## config.mk

```make
export PLATFORM = sky130hd
export DESIGN_NAME = adv7393_frame_fetch_flat
export DESIGN_NICKNAME = d
export VERILOG_FILES = /design/src/rtl/adv7393_frame_fetch_if.sv /design/src/rtl/adv7393_frame_fetch.sv /design/src/flat_wrapper.sv
export SDC_FILE = /design/constraint.sdc
export NUM_CORES = 1
export LEC_CHECK = 0
export ABC_AREA = 1
export CORE_UTILIZATION = 45
export CTS_BUF_LIST = sky130_fd_sc_hd__clkbuf_16
export CTS_CLUSTER_DIAMETER = 60
export DETAILED_ROUTE_END_ITERATION = 8
export PLACE_DENSITY = 0.68
export SLEW_MARGIN = 10
export SYNTH_ARGS = -nofsm -noshare
export SYNTH_HDL_FRONTEND = slang
export SYNTH_SLANG_ARGS = --single-unit
```

## constraint.sdc

```tcl
create_clock -name clk -period 11.7 [get_ports clk]
set_input_delay 1.755 -clock clk [delete_from_list [all_inputs] [get_ports clk]]
set_output_delay 1.755 -clock clk [all_outputs]
set_load 0.02 [all_outputs]
```

## src/rtl/adv7393_frame_fetch_if.sv

```systemverilog
// AXI read-address channel plus the monitored R-channel status between the frame fetcher and the memory port.
// Latency: none (plain wires).
// Backpressure: arvalid/arready handshake on AR; rvalid/rready are only observed by the fetcher.
interface adv7393_frame_fetch_if;
    logic [31:0] araddr;
    logic [7:0]  arlen;
    logic [2:0]  arsize;
    logic [1:0]  arburst;
    logic [3:0]  arcache;
    logic [2:0]  arprot;
    logic        arvalid;
    logic        arready;
    logic        rvalid;
    logic        rready;
    logic        rlast;
    logic [1:0]  rresp;

    modport master (
        output araddr, arlen, arsize, arburst, arcache, arprot, arvalid,
        input  arready, rvalid, rready, rlast, rresp
    );

    modport slave (
        input  araddr, arlen, arsize, arburst, arcache, arprot, arvalid,
        output arready, rvalid, rready, rlast, rresp
    );
endinterface

```

## src/rtl/adv7393_frame_fetch.sv

```systemverilog
// Frame fetch: issues 4 KB-safe INCR read bursts for every active line, gated by line-FIFO credit.
// Latency: first arvalid 2 cycles after frame_start; 1 CALC cycle between bursts; frame_done 1 cycle after last beat.
// Backpressure: AR held stable until arready; no burst issued unless fifo_free covers in-flight beats plus the new burst.
// Optional feature: define ADV7393_FETCH_ERR_ABORT_EN to stop issuing ARs once an error response is flagged.
module adv7393_frame_fetch #(
    parameter int  M_AXI_DWIDTH = 128,
    parameter int  MAX_BURST    = 16,
    parameter int  FIFO_WORDS   = 512,
    localparam int FW           = $clog2(FIFO_WORDS) + 1
) (
    input  logic                 clk,
    input  logic                 reset,
    input  logic                 enable,
    input  logic                 frame_start,
    input  logic [31:0]          cfg_base_addr,
    input  logic [31:0]          cfg_stride,
    input  logic [11:0]          cfg_line_words,
    input  logic [10:0]          cfg_lines,
    input  logic [FW-1:0]        fifo_free,
    input  logic                 err_clr,
    adv7393_frame_fetch_if.master m_axi,
    output logic                 busy,
    output logic                 frame_done,
    output logic [10:0]          line_cnt,
    output logic                 err_resp,
    output logic                 err_overrun
);

    localparam int BPB      = M_AXI_DWIDTH / 8;
    localparam int BPB_LOG2 = $clog2(BPB);
    // Credit arithmetic must hold both the FIFO count and a 13-bit burst length without overflow.
    localparam int CW       = ((FW > 13) ? FW : 13) + 1;

    typedef enum logic [1:0] {IDLE, CALC, ADDR, DRAIN} state_t;

    state_t          r_state;
    state_t          w_state_nxt;

    logic [31:0]     r_line_addr;
    logic [31:0]     r_addr;
    logic [31:0]     r_cfg_stride;
    logic [11:0]     r_cfg_line_words;
    logic [10:0]     r_cfg_lines;
    logic [11:0]     r_remaining;
    logic [11:0]     r_len;
    logic [10:0]     r_line_cnt;
    logic [FW-1:0]   r_outstanding;
    logic [FW-1:0]   w_out_nxt;

    logic [31:0]     r_araddr;
    logic [7:0]      r_arlen;
    logic            r_arvalid;

    logic            r_busy;
    logic            r_frame_done;
    logic            r_err_resp;
    logic            r_err_overrun;

    logic            w_start;
    logic            w_issue;
    logic            w_done;
    logic            w_hs;
    logic            w_beat;
    logic            w_abort;
    logic            w_credit;
    logic            w_line_end;
    logic            w_last_line;
    logic [12:0]     w_room;
    logic [12:0]     w_len;
    logic [11:0]     w_rem_after;
    logic [CW-1:0]   w_need;
    logic            w_unused;

    assign w_hs   = r_arvalid & m_axi.arready;
    assign w_beat = m_axi.rvalid & m_axi.rready;

    // Beats left before the next 4 KB page; addresses are beat-aligned so the shift is exact.
    assign w_room = 13'((14'd4096 - {2'b00, r_addr[11:0]}) >> BPB_LOG2);

    // Burst length is the smallest of line remainder, burst cap and distance to the page edge.
    always_comb begin
        w_len = w_room;
        if ({1'b0, r_remaining} < w_len) begin
            w_len = {1'b0, r_remaining};
        end
        if (13'(MAX_BURST) < w_len) begin
            w_len = 13'(MAX_BURST);
        end
    end

    assign w_need      = CW'(r_outstanding) + CW'(w_len);
    assign w_credit    = (CW'(fifo_free) >= w_need);
    assign w_rem_after = r_remaining - r_len;
    assign w_line_end  = (w_rem_after == 12'd0);
    assign w_last_line = ((r_line_cnt + 11'd1) == r_cfg_lines);

`ifdef ADV7393_FETCH_ERR_ABORT_EN
    assign w_abort = r_err_resp;
`else
    assign w_abort = 1'b0;
`endif

    // State register.
    always_ff @(posedge clk or negedge reset) begin
        if (!reset) begin
            r_state <= IDLE;
        end else begin
            r_state <= w_state_nxt;
        end
    end

    // Next-state decode and single-cycle control strobes for the datapath.
    always_comb begin
        w_state_nxt = r_state;
        w_start     = 1'b0;
        w_issue     = 1'b0;
        w_done      = 1'b0;
        case (r_state)
            IDLE: begin
                if (enable && frame_start) begin
                    w_start = 1'b1;
                    if ((cfg_lines == 11'd0) || (cfg_line_words == 12'd0)) begin
                        w_state_nxt = DRAIN;
                    end else begin
                        w_state_nxt = CALC;
                    end
                end
            end
            CALC: begin
                if (!enable || w_abort) begin
                    w_state_nxt = DRAIN;
                end else if (w_credit) begin
                    w_issue     = 1'b1;
                    w_state_nxt = ADDR;
                end
            end
            ADDR: begin
                if (w_hs) begin
                    w_state_nxt = (w_line_end && w_last_line) ? DRAIN : CALC;
                end
            end
            DRAIN: begin
                if (r_outstanding == '0) begin
                    w_done      = 1'b1;
                    w_state_nxt = IDLE;
                end
            end
            default: w_state_nxt = IDLE;
        endcase
    end

    // Frame position: latched config, current line/burst address, words left in line, line index.
    always_ff @(posedge clk or negedge reset) begin
        if (!reset) begin
            r_cfg_stride     <= '0;
            r_cfg_line_words <= '0;
            r_cfg_lines      <= '0;
            r_line_addr      <= '0;
            r_addr           <= '0;
            r_remaining      <= '0;
            r_line_cnt       <= '0;
        end else if (w_start) begin
            r_cfg_stride     <= cfg_stride;
            r_cfg_line_words <= cfg_line_words;
            r_cfg_lines      <= cfg_lines;
            r_line_addr      <= cfg_base_addr;
            r_addr           <= cfg_base_addr;
            r_remaining      <= cfg_line_words;
            r_line_cnt       <= '0;
        end else if (w_hs) begin
            if (w_line_end) begin
                r_line_addr <= r_line_addr + r_cfg_stride;
                r_addr      <= r_line_addr + r_cfg_stride;
                r_remaining <= r_cfg_line_words;
                r_line_cnt  <= r_line_cnt + 11'd1;
            end else begin
                r_addr      <= r_addr + (32'(r_len) << BPB_LOG2);
                r_remaining <= w_rem_after;
            end
        end else if (w_done) begin
            r_line_cnt <= '0;
        end
    end

    // AR channel registers: loaded in CALC, frozen until the handshake retires them.
    always_ff @(posedge clk or negedge reset) begin
        if (!reset) begin
            r_araddr  <= '0;
            r_arlen   <= '0;
            r_len     <= '0;
            r_arvalid <= 1'b0;
        end else if (w_issue) begin
            r_araddr  <= r_addr;
            r_arlen   <= 8'(w_len - 13'd1);
            r_len     <= w_len[11:0];
            r_arvalid <= 1'b1;
        end else if (w_hs) begin
            r_arvalid <= 1'b0;
        end
    end

    // In-flight beat count: add a burst on AR handshake, retire one per R beat, never below zero.
    always_comb begin
        w_out_nxt = r_outstanding;
        if (w_hs && w_beat) begin
            w_out_nxt = r_outstanding + FW'(r_len) - FW'(1);
        end else if (w_hs) begin
            w_out_nxt = r_outstanding + FW'(r_len);
        end else if (w_beat && (r_outstanding != '0)) begin
            w_out_nxt = r_outstanding - FW'(1);
        end
    end

    // Outstanding counter register.
    always_ff @(posedge clk or negedge reset) begin
        if (!reset) begin
            r_outstanding <= '0;
        end else begin
            r_outstanding <= w_out_nxt;
        end
    end

    // Status: busy follows the state, done pulse, sticky error flags where a new event beats a clear.
    always_ff @(posedge clk or negedge reset) begin
        if (!reset) begin
            r_busy        <= 1'b0;
            r_frame_done  <= 1'b0;
            r_err_resp    <= 1'b0;
            r_err_overrun <= 1'b0;
        end else begin
            r_busy       <= (w_state_nxt != IDLE);
            r_frame_done <= w_done;
            if (w_beat && (m_axi.rresp != 2'b00)) begin
                r_err_resp <= 1'b1;
            end else if (err_clr) begin
                r_err_resp <= 1'b0;
            end
            if (frame_start && (r_state != IDLE)) begin
                r_err_overrun <= 1'b1;
            end else if (err_clr) begin
                r_err_overrun <= 1'b0;
            end
        end
    end

    assign m_axi.araddr  = r_araddr;
    assign m_axi.arlen   = r_arlen;
    assign m_axi.arvalid = r_arvalid;
    assign m_axi.arsize  = 3'(BPB_LOG2);
    assign m_axi.arburst = 2'b01;
    assign m_axi.arcache = 4'b0011;
    assign m_axi.arprot  = 3'b000;

    assign busy        = r_busy;
    assign frame_done  = r_frame_done;
    assign line_cnt    = r_line_cnt;
    assign err_resp    = r_err_resp;
    assign err_overrun = r_err_overrun;

    // rlast carries no information the beat counter needs.
    assign w_unused = m_axi.rlast;

endmodule

```

## src/flat_wrapper.sv

```systemverilog
// flat-port wrapper written by rule: the top's interface ports become plain ports
module adv7393_frame_fetch_flat 
#(
    parameter int  M_AXI_DWIDTH = 128,
    parameter int  MAX_BURST    = 16,
    parameter int  FIFO_WORDS   = 512,
    localparam int FW           = $clog2(FIFO_WORDS) + 1
)
  (clk, reset, enable, frame_start, cfg_base_addr, cfg_stride, cfg_line_words, cfg_lines, fifo_free, err_clr, busy, frame_done, line_cnt, err_resp, err_overrun, m_axi_araddr, m_axi_arlen, m_axi_arsize, m_axi_arburst, m_axi_arcache, m_axi_arprot, m_axi_arvalid, m_axi_arready, m_axi_rvalid, m_axi_rready, m_axi_rlast, m_axi_rresp);
  adv7393_frame_fetch_if m_axi_i ();
  input  logic clk;
  input  logic reset;
  input  logic enable;
  input  logic frame_start;
  input  logic [31:0] cfg_base_addr;
  input  logic [31:0] cfg_stride;
  input  logic [11:0] cfg_line_words;
  input  logic [10:0] cfg_lines;
  input  logic [FW-1:0] fifo_free;
  input  logic err_clr;
  output logic busy;
  output logic frame_done;
  output logic [10:0] line_cnt;
  output logic err_resp;
  output logic err_overrun;
  output wire logic [$bits(m_axi_i.araddr)-1:0] m_axi_araddr;
  output wire logic [$bits(m_axi_i.arlen)-1:0] m_axi_arlen;
  output wire logic [$bits(m_axi_i.arsize)-1:0] m_axi_arsize;
  output wire logic [$bits(m_axi_i.arburst)-1:0] m_axi_arburst;
  output wire logic [$bits(m_axi_i.arcache)-1:0] m_axi_arcache;
  output wire logic [$bits(m_axi_i.arprot)-1:0] m_axi_arprot;
  output wire logic [$bits(m_axi_i.arvalid)-1:0] m_axi_arvalid;
  input wire logic [$bits(m_axi_i.arready)-1:0] m_axi_arready;
  input wire logic [$bits(m_axi_i.rvalid)-1:0] m_axi_rvalid;
  input wire logic [$bits(m_axi_i.rready)-1:0] m_axi_rready;
  input wire logic [$bits(m_axi_i.rlast)-1:0] m_axi_rlast;
  input wire logic [$bits(m_axi_i.rresp)-1:0] m_axi_rresp;
  assign m_axi_araddr = m_axi_i.araddr;
  assign m_axi_arlen = m_axi_i.arlen;
  assign m_axi_arsize = m_axi_i.arsize;
  assign m_axi_arburst = m_axi_i.arburst;
  assign m_axi_arcache = m_axi_i.arcache;
  assign m_axi_arprot = m_axi_i.arprot;
  assign m_axi_arvalid = m_axi_i.arvalid;
  assign m_axi_i.arready = m_axi_arready;
  assign m_axi_i.rvalid = m_axi_rvalid;
  assign m_axi_i.rready = m_axi_rready;
  assign m_axi_i.rlast = m_axi_rlast;
  assign m_axi_i.rresp = m_axi_rresp;
  adv7393_frame_fetch #(.M_AXI_DWIDTH(M_AXI_DWIDTH), .MAX_BURST(MAX_BURST), .FIFO_WORDS(FIFO_WORDS)) u_core (.clk(clk), .reset(reset), .enable(enable), .frame_start(frame_start), .cfg_base_addr(cfg_base_addr), .cfg_stride(cfg_stride), .cfg_line_words(cfg_line_words), .cfg_lines(cfg_lines), .fifo_free(fifo_free), .err_clr(err_clr), .m_axi(m_axi_i), .busy(busy), .frame_done(frame_done), .line_cnt(line_cnt), .err_resp(err_resp), .err_overrun(err_overrun));
endmodule
```

# --- Word level (Yosys, flattened, before mapping) ---
# Cells that the tools add are included.
classes:
  n_addsub: 10
  magnitude_cmp: 3
  eq_ne: 5
  n_mux: 38
  n_bitwise: 2
  reduce_logical: 25
ops:
  columns: ["cell", "count"]
  rows:
  - ["$mux W32", 6]
  - ["$mux W12", 5]
  - ["$mux W11", 4]
  - ["$add A32 B16 Y32", 1]
  - ["$add A32 B32 Y32", 1]
  - ["$mux W10", 3]
  - ["$logic_not A12 Y1", 2]
  - ["$sub A10 B1 Y10 const B", 2]
  - ["$reduce_bool A2 Y1", 8]
  - ["$ge A10 B14 Y1", 1]
  - ["$mux W2", 7]
  - ["$sub A13 B12 Y14 const A", 1]
  - ["$add A10 B12 Y13", 1]
  - ["$lt A5 B13 Y1 const A", 1]
  - ["$lt A12 B10 Y1", 1]
  - ["$mux W1", 12]
  - ["$sub A12 B12 Y12", 1]
  - ["$add A11 B1 Y11 const B", 1]
  - ["$eq A11 B11 Y1", 1]
  - ["$logic_not A11 Y1", 1]
  - ["$add A10 B10 Y10", 1]
  - ["$logic_not A10 Y1", 1]
  - ["$reduce_bool A10 Y1", 1]
  - ["$pmux W2 S4", 1]
  - ["other kinds (10)", 19]
word_totals:
  register_bits: 211
  input_bits: 108
  out_inout_bits: 68

# --- Logic depth before layout (Yosys ltp) ---
# Gate-level depths: netlist of run 1.
logic_depth:
  ltp_word: 11
  depth_mapped: 44

# --- Worst setup path before layout of run 1 ---
# No wires, ideal clock.
synth_timing:
  path_type: "register -> register"
  from: "register u_core.r_addr[3]"
  to: "register u_core.r_arlen[5] (netlist: u_core.m_axi.arlen[5])"
  t_arrival_ns: 5.655
  setup_slack_ns: 5.979
  path_stages_with_launch: 42
  path_buffers: 1
  path_cell_list: "dfrtp_1 -> nor2_2 -> nand4_1 -> nor2_2 -> nand2_1 -> nor2_4 -> nand3_1 -> nand2_1 -> nand2_1 -> ha_1 -> a21oi_1 -> o21ai_0 -> a21oi_1 -> nand2_2 -> o21ai_0 -> nand2_1 -> o21ai_2 -> nand2_2 -> [... 6 more ...] -> a21oi_1 -> o21bai_1 -> a21o_1 -> a21oi_1 -> o31ai_1 -> xor2_1 -> ha_1 -> nand2_1 -> nor3_1 -> nand4_1 -> a21oi_1 -> nor2_1 -> nand2_1 -> nand3_1 -> inv_1 -> clkbuf_1 -> nand3_1 -> nand2_1"
synth_between:
  elab_chain_len: 10
  elab_cells_between_ends: 11
synth_rtl:
  columns: ["element", "line", "text"]
  rows:
  - ["from (decl)", "adv7393_frame_fetch.sv:40", "logic [31:0] r_addr;"]
  - ["from (signal assigned)", "adv7393_frame_fetch.sv:167", "r_addr <= cfg_base_addr;"]
  - ["from (signal assigned)", "adv7393_frame_fetch.sv:173", "r_addr <= r_line_addr + r_cfg_stride;"]
  - ["from (signal assigned)", "adv7393_frame_fetch.sv:177", "r_addr <= r_addr + (32'(r_len) << BPB_LOG2);"]
  - ["$sub A13 B12 Y14 *", "adv7393_frame_fetch.sv:78", "assign w_room = 13'((14'd4096 - {2'b00, r_addr[11:0]}) >> BPB_LOG2);"]
  - ["$lt A12 B10 Y1", "adv7393_frame_fetch.sv:83", "if ({1'b0, r_remaining} < w_len) begin"]
  - ["$mux W12 *", "adv7393_frame_fetch.sv:83", null]
  - ["$lt A5 B13 Y1", "adv7393_frame_fetch.sv:86", "if (13'(MAX_BURST) < w_len) begin"]
  - ["$mux W12 *", "adv7393_frame_fetch.sv:86", null]
  - ["named net u_core.w_len[1]", "adv7393_frame_fetch.sv:69", "logic [12:0] w_len;"]
  - ["$add A10 B12 Y13", "adv7393_frame_fetch.sv:91", "assign w_need = CW'(r_outstanding) + CW'(w_len);"]
  - ["$ge A10 B14 Y1", "adv7393_frame_fetch.sv:92", "assign w_credit = (CW'(fifo_free) >= w_need);"]
  - ["$mux W1", "adv7393_frame_fetch.sv:132", "end else if (w_credit) begin"]
  - ["$mux W1", "adv7393_frame_fetch.sv:130", "if (!enable || w_abort) begin"]
  - ["$mux W1", "adv7393_frame_fetch.sv:118", "case (r_state)"]
  - ["to (signal assigned)", "adv7393_frame_fetch.sv:194", "r_arlen <= 8'(w_len - 13'd1);"]
  - ["to (decl)", "adv7393_frame_fetch.sv:51", "logic [7:0] r_arlen;"]
# Mark *: on every way through the listed nets, which the timed path passes. The rest lies on a longest branch.
# A chain may end at the register's enable or synchronous reset.

# --- Worst setup path after layout of run 1 ---
# Same ends and word-level chain as after synthesis.

==> impl_metrics.csv, run 1 <==
group,metric,value,unit
placement,placed_cell_area,16480,um^2
placement,portBuffers,162,
timing,clock_skew,0.01726,ns
final_layout,final_cell_area,17370,um^2
final_layout,regArea,5280,um^2
hold_path,hold_path_class,"reg -> reg",
route,firstDrtPassIters,6,
logic_synthesis,ys_top_cells_by_area,"dfrtp_1 36%, nand2_1 16%, ha_1 8.2%",
setup_path,critPathArrivalTime,8.32,ns
route,drt-total-wl,42.75,mm
final_layout,layout-drive-gt1-share,0.03519,
floorplan,io_pins,176,
logic_synthesis,syn_area,14560,um^2
power_and_ir_drop,p_sw,2.244,mW
logic_synthesis,yosysWarningCount,0,
timing,hold_violations,0,
clock_tree,cts_tree,"built",
clock_tree,cts_made_buffers,28,
power_and_ir_drop,p_int,2.504,mW
power_and_ir_drop,clkPwrFrac,0.174,
floorplan,dieArea,33070,um^2
route,antenna_left,0,
final_layout,stdcell_count,2590,
grt,globalRoute.busiestLayer,"met2",
timing,slew_viol_final,0,
final_layout,fillCellCount,3101,
job,maxCapViolCount,0,
logic_synthesis,syn_inst,2022,
grt,grt_max_degree,91,
power_and_ir_drop,switching_share,0.4726,
final_layout,area_delta_synth_final,19.36,%
logic_synthesis,post-synth-top-count-cell,"nand2_1",
timing,post-route-period-util,0.6755,
clock_tree,cts.clk_slew.worst_paths,0.06,ns
logic_synthesis,synth_largest_area_cell,"dfrtp_1",
logic_synthesis,synth_cell_types,55,
clock_tree,clkLatencyLatePin,0.55,ns
clock_tree,htreeDepth,1,
timing,fin_crit,7.903,ns
setup_path,slowest_delay,0.55,ns
setup_path,path_max_fanout,74,
route,wl_per_cell,16.51,um
timing,timing.hold.ws,0.4736,ns
clock_tree,cts_resized,0,
clock_tree,postCtsHoldBufs,0,
grt,globalRouteMet1Util,0.3857,
logic_synthesis,synth_seq_cells,211,
power_and_ir_drop,p_leak,8.696,nW
power_and_ir_drop,pwr-share-comb,0.553,
grt,gr-total-overflow,0,
logic_synthesis,avgSynthCellArea,7.198,um^2
grt,grt.met2_usage,0.3985,
setup_path,cpMostUsedCell,"nand2_1",
logic_synthesis,synth_flop_cell,"dfrtp_1",
grt,use_met3,0.02988,
floorplan,dieWidth,181.8,um
timing,slew_headroom,0.3540,
floorplan,die_h,181.8,um
clock_tree,cts.sinks,211,
grt,grt_usage,0.2602,
final_layout,diodes,0,
setup_path,slowest_stage,"inv_1",
timing,finalSetupViolCount,0,
logic_synthesis,yosys-top-cells-count,"620 x nand2_1, 211 x dfrtp_1, 200 x inv_1",
setup_path,crit_type,"reg -> reg",
power_and_ir_drop,seq_power_share,0.273,
setup_path,startpoint_type,"register",
final_layout,fin_nets,2377,
route,num_vias,13920,
clock_tree,root_buffer,"clkbuf_16",
power_and_ir_drop,power,4.748,mW
placement,gp_congestion,0.9629,
placement,dp_cells,2541,
setup_path,critPathRequiredTime,12.12,ns
grt,grt_pass1_vias,12960,
route,via_per_inst,5.373,
clock_tree,postCtsSetupRepairBufs,0,
floorplan,rows,65,
timing,tns,0,ns
floorplan,start_util,0.4589,
power_and_ir_drop,p_per_area,273.3,nW/um^2
run_status,status,"completed",
grt,grt_pass1_wl,68.72,mm
route,drc,0,
logic_synthesis,synth-edff-count,0,
timing,worstMarginPinSlew,0.9691,ns
placement,hpwl,32.77,mm
final_layout,multi_input_area,8252,um^2
logic_synthesis,ys_seq_area_frac,0.3628,
route,drtIter0Drc,1306,
setup_path,cp-end-kind,"register",
grt,antenna_found_initial,0,
power_and_ir_drop,peakVddDrop,0.1186,mV
timing,fmax,126.5,MHz
timing,rsz0062_at_grt,"false",
floorplan,coreArea,31720,um^2
logic_synthesis,synth_top_area_frac,0.3628,
clock_tree,clockBufferDepth,3,
logic_synthesis,synthArstFlopShare,1.000,
-- path summary, 6_finish.rpt --
check,startpoint,endpoint,slack (ns),depth (start not counted)
worst min-delay path,u_core.r_line_addr[10]$_DFFE_PN0P_,u_core.r_line_addr[10]$_DFFE_PN0P_,0.47,2
worst max register to register,u_core.r_addr[3]$_DFFE_PN0P_,u_core.m_axi.arlen[5]$_DFFE_PN0P_,3.80,40
max in group asynchronous,reset,u_core.r_len[5]$_DFFE_PN0P_,9.11,2
min in group asynchronous,reset,u_core.m_axi.araddr[22]$_DFFE_PN0P_,1.27,1
worst min register to register,u_core.r_line_addr[10]$_DFFE_PN0P_,u_core.r_line_addr[10]$_DFFE_PN0P_,0.47,2
worst max-delay path,u_core.r_addr[3]$_DFFE_PN0P_,u_core.m_axi.arlen[5]$_DFFE_PN0P_,3.80,40
-- registers in the layout, summed over array words and instances (netlist names), 2 cells and up --
name                     cells
u_core.m_axi.arlen           8
u_core.r_state               2
u_core.r_cfg_stride         32
u_core.line_cnt             11
u_core.r_cfg_line_words     12
u_core.r_cfg_lines          11
u_core.r_remaining          12
u_core.r_outstanding        10
u_core.r_addr               32
u_core.m_axi.araddr         32
u_core.r_len                12
u_core.r_line_addr          32
-- cell families after synthesis --
family,Yosys count,share of synthesized area
compound gates,347,0.1299
simple gates,993,0.2840
buf+inv,272,0.07539
other cells,2,0.0005160
fa+ha+maj,100,0.08854
xor+xnor,97,0.05888
flops,211,0.3628
-- through the flow --
stage | setup WS, ns | utilization
after floorplan | 5.979 | -
after detailed placement | 3.880 | 0.5197
after global routing | 2.899 | 0.5477
after CTS | 3.865 | 0.5477
final | 3.797 | 0.5477
after global placement | 4.085 | 0.5197
-- power groups by stage --
stage | registers, mW | logic [mW] | clock network, mW
finish | 1.30 | 2.63 | 0.828
floorplan | 1.28 | 1.83 | 0
global route | 1.33 | 2.96 | 0.875
global placement | 1.29 | 2.53 | 0
detailed placement | 1.30 | 2.57 | 0
CTS | 1.29 | 2.60 | 0.844
-- placed cells by master, fill, tap and decap left out, drive strengths merged, types with 5 or more instances in the layout --
| cell type | count |
|---|---|
| dfrtp | 211 |
| clkdlybuf4s50 | 161 |
| a21o | 7 |
| nand4 | 31 |
| clkinv | 9 |
| inv | 213 |
| clkbuf | 30 |
| a31oi | 10 |
| nor2 | 175 |
| o21a | 7 |
| a21boi | 5 |
| ha | 95 |
| or2 | 8 |
| nand3b | 12 |
| o21ai | 163 |
| o22ai | 9 |
| conb | 17 |
| o211ai | 6 |
| nand3 | 101 |
| xnor2 | 33 |
| nand2 | 626 |
| xor2 | 64 |
| a21oi | 120 |
| buf | 7 |
| nor4 | 10 |
| nor3 | 25 |
| o21bai | 7 |
| fa | 5 |
-- worst max-delay path, delay by kind of cell (launching register included) --
kind            cells  cell delay [ns]
compound gates     14             2.45
fa+ha+maj           3             0.81
xor+xnor            1             0.14
buf+inv             4             1.23
flops               1             0.41
simple gates       18             2.64
-- layer usage --
metal	part of all wire	wire, um
met1	0.48	20310
met2	0.43	18530
met3	0.065	2771
met4	0.027	1139
met5	0	0
-- area by class of cell --
class | count | area share
Multi-Input combinational cell | 1554 | 0.4750
Timing Repair Buffer | 169 | 0.09658
Clock buffer | 29 | 0.04177
Tap cell | 402 | 0.02895
Clock inverter | 20 | 0.009435
Inverter | 205 | 0.04436
Sequential cell | 211 | 0.3039
Power figures use the tool's default switching activity.
==> run 2: changes to the inputs <==
Settings changed: PLACE_DENSITY 0.68 to 0.7.
Clock period 11.7 ns to 7.15 ns, I/O delays scaled along.
==> run 2 against run 1 <==
Core utilization decreased by 0.079 points; first-iteration DRC count is 18% lower; die area unchanged; combinational power is 62% higher; clock-buffer cell count shrank 2; total power increased by 61%; clock power is 51% higher; sequential share of layout area about the same; via count shrank 0.93%; sequential power rose by 64%; critical path depth increased by 1; register-to-register slack lost 3.3 ns; critical path type unchanged; critical endpoint is now u_core.m_axi.arlen[0]$_DFFE_PN0P_.
==> impl_metrics.csv, run 2 (synthesized netlist as in run 1, its figures left out) <==
group,metric,value,unit
floorplan,die_h,181.8,um
setup_path,slowest_delay,0.44,ns
clock_tree,cts_made_buffers,27,
timing,slew_viol_final,0,
grt,globalRouteMet1Util,0.3782,
power_and_ir_drop,switching_share,0.4761,
hold_path,whs_path_depth,2,
hold_path,min_from,"u_core.m_axi.arlen[2]$_DFFE_PN0P_",
timing,clock_skew,0.02587,ns
hold_path,whs_endpoint,"u_core.m_axi.arlen[2]$_DFFE_PN0P_",
timing,worstMarginPinSlew,0.9921,ns
final_layout,fillCellCount,3120,
timing,post-route-period-util,0.9252,
final_layout,diodes,0,
setup_path,ff2ff_setup_slack,0.53,ns
setup_path,r2r_end,"u_core.m_axi.arlen[0]$_DFFE_PN0P_",
route,drc,0,
route,drtIter0Drc,1076,
power_and_ir_drop,p_per_area,441.5,nW/um^2
power_and_ir_drop,peakVddDrop,0.1817,mV
clock_tree,cts_tree,"built",
power_and_ir_drop,p_leak,8.699,nW
timing,fmax,151.2,MHz
clock_tree,clockBufferDepth,3,
power_and_ir_drop,pwr-share-comb,0.558,
route,num_vias,13790,
clock_tree,root_buffer,"clkbuf_16",
grt,gr-total-overflow,0,
route,drt-total-wl,42.49,mm
final_layout,regArea,5280,um^2
timing,finalSetupViolCount,0,
floorplan,coreArea,31720,um^2
route,firstDrtPassIters,5,
clock_tree,clkLatencyLatePin,0.56,ns
timing,tns,0,ns
floorplan,dieArea,33070,um^2
power_and_ir_drop,seq_power_share,0.279,
setup_path,critPathArrivalTime,7.06,ns
timing,fin_crit,6.615,ns
grt,grt_max_degree,77,
setup_path,critPathRequiredTime,7.60,ns
setup_path,cpMostUsedCell,"nand2_1",
timing,slew_headroom,0.3386,
final_layout,area_delta_synth_final,19.19,%
clock_tree,cts.clk_slew.worst_paths,0.06,ns
floorplan,dieWidth,181.8,um
grt,globalRoute.busiestLayer,"met2",
floorplan,start_util,0.4589,
placement,place_ws,0.3784,ns
route,wl_per_cell,16.39,um
setup_path,r2r_start,"u_core.r_addr[5]$_DFFE_PN0P_",
final_layout,post-route-util,0.5469,
grt,antenna_found_initial,0,
setup_path,slowest_stage,"dfrtp_1",
run_status,status,"completed",
power_and_ir_drop,p_int,4.012,mW
grt,grt.met2_usage,0.3942,
power_and_ir_drop,clkPwrFrac,0.163,
placement,gp_congestion,0.9560,
job,maxCapViolCount,0,
final_layout,final_common_cell,"nand2_1",
grt,grt_pass1_wl,68.26,mm
clock_tree,cts.sinks,211,
final_layout,layout-drive-gt1-share,0.03743,
setup_path,reg2reg_depth,41,
clock_tree,postCtsHoldBufs,0,
placement,hpwl,32.43,mm
grt,use_met3,0.04272,
clock_tree,htreeDepth,1,
route,antenna_left,0,
placement,portBuffers,162,
setup_path,crit_type,"reg -> reg",
timing,hold_violations,0,
power_and_ir_drop,p_sw,3.647,mW
hold_path,hold_path_class,"reg -> reg",
final_layout,final_cell_mix,"620 x nand2_1, 211 x dfrtp_1, 207 x inv_1, 169 x nor2_1, 161 x clkdlybuf4s50_1",
grt,grt_usage,0.2582,
setup_path,cp-end-kind,"register",
setup_path,startpoint_type,"register",
floorplan,io_pins,176,
route,via_per_inst,5.317,
final_layout,fin_nets,2381,
final_layout,multi_input_area,8264,um^2
setup_path,path_max_fanout,23,
timing,worst_slack,0.5347,ns
grt,grt_pass1_vias,12970,
floorplan,rows,65,
[run 2: cell count changes in the layout (fill, tap and decap cells not counted), moves of 2 or more]
cell       change
buf_4          +4
inv_1          +2
clkbuf_16      -2
inv_8          -2
clkinv_1       -2
clkinv_2       +3
[run 2: stage by stage]
stage | std cells | hold WS [ns] | power, mW | instance area, um^2
floorplan | 2037 | 0.4459 | 5.083 | 14610
global placement | 2544 | 0.4586 | 6.244 | 16520
detailed placement | 2544 | 0.4665 | 6.336 | 16520
CTS | 2591 | 0.4808 | 7.631 | 17320
global route | 2593 | 0.4964 | 8.363 | 17350
finish | 2593 | 0.4815 | 7.658 | 17350
[run 2: worst max-delay path by stage]
stage	from	end	slack, ns	cells after the start
3_5_place_dp	u_core.r_addr[5]$_DFFE_PN0P_	u_core.m_axi.arlen[0]$_DFFE_PN0P_	0.38	41
3_3_place_gp	u_core.r_addr[5]$_DFFE_PN0P_	u_core.m_axi.arlen[0]$_DFFE_PN0P_	0.56	41
6_report	u_core.r_addr[5]$_DFFE_PN0P_	u_core.m_axi.arlen[0]$_DFFE_PN0P_	0.53	41
5_1_grt	u_core.r_addr[5]$_DFFE_PN0P_	u_core.m_axi.arlen[0]$_DFFE_PN0P_	-0.04	41
2_1_floorplan	u_core.r_addr[3]$_DFFE_PN0P_	u_core.m_axi.arlen[5]$_DFFE_PN0P_	1.43	41
4_1_cts	u_core.r_addr[5]$_DFFE_PN0P_	u_core.m_axi.arlen[5]$_DFFE_PN0P_	0.36	41
[run 2: repair_timing]
| item | 4_1_cts | 5_1_grt |
|---|---|---|
| setup endpoints to repair | 0 | 54 |
| buffers inserted | 0 | 2 |
| gates resized for setup | 0 | 4 |
[run 2: final cells by class]
type	count	area share
inverters	205	0.04443
multi-input cells	1554	0.4764
repair buffers	174	0.09960
flip-flops and latches	211	0.3044
clock buffers	27	0.03895
well taps	402	0.02899
clock inverters	20	0.007285
[run 2: routing by layer]
| metal | part of all wire | routed length, um | vias to the layer above |
|---|---|---|---|
| met5 | 0 | 0 | - |
| met4 | 0.022 | 950 | 0 |
| met3 | 0.070 | 2975 | 64 |
| met2 | 0.43 | 18280 | 413 |
| met1 | 0.48 | 20290 | 6422 |
| li1 | - | - | 6887 |
[run 2: worst max-delay path, delay by kind of cell, from the launching register on]
| family | cells | cell delay (ns) |
|---|---|---|
| AND/OR/NAND/NOR | 20 | 2.57 |
| AO/OA/AOI/OAI | 11 | 1.76 |
| adder cells (fa/ha/maj) | 3 | 0.88 |
| buffers and inverters | 6 | 0.70 |
| flip-flops | 1 | 0.44 |
| XOR/XNOR | 1 | 0.15 |
[run 2: power by group through the flow]
stage / registers [mW] / logic (mW) / clock network [mW]
3_3_place_gp: 2.13 / 4.12 / 0
6_report: 2.13 / 4.27 / 1.25
5_1_grt: 2.19 / 4.85 / 1.32
4_1_cts: 2.12 / 4.23 / 1.28
3_5_place_dp: 2.14 / 4.20 / 0
2_1_floorplan: 2.09 / 2.99 / 0
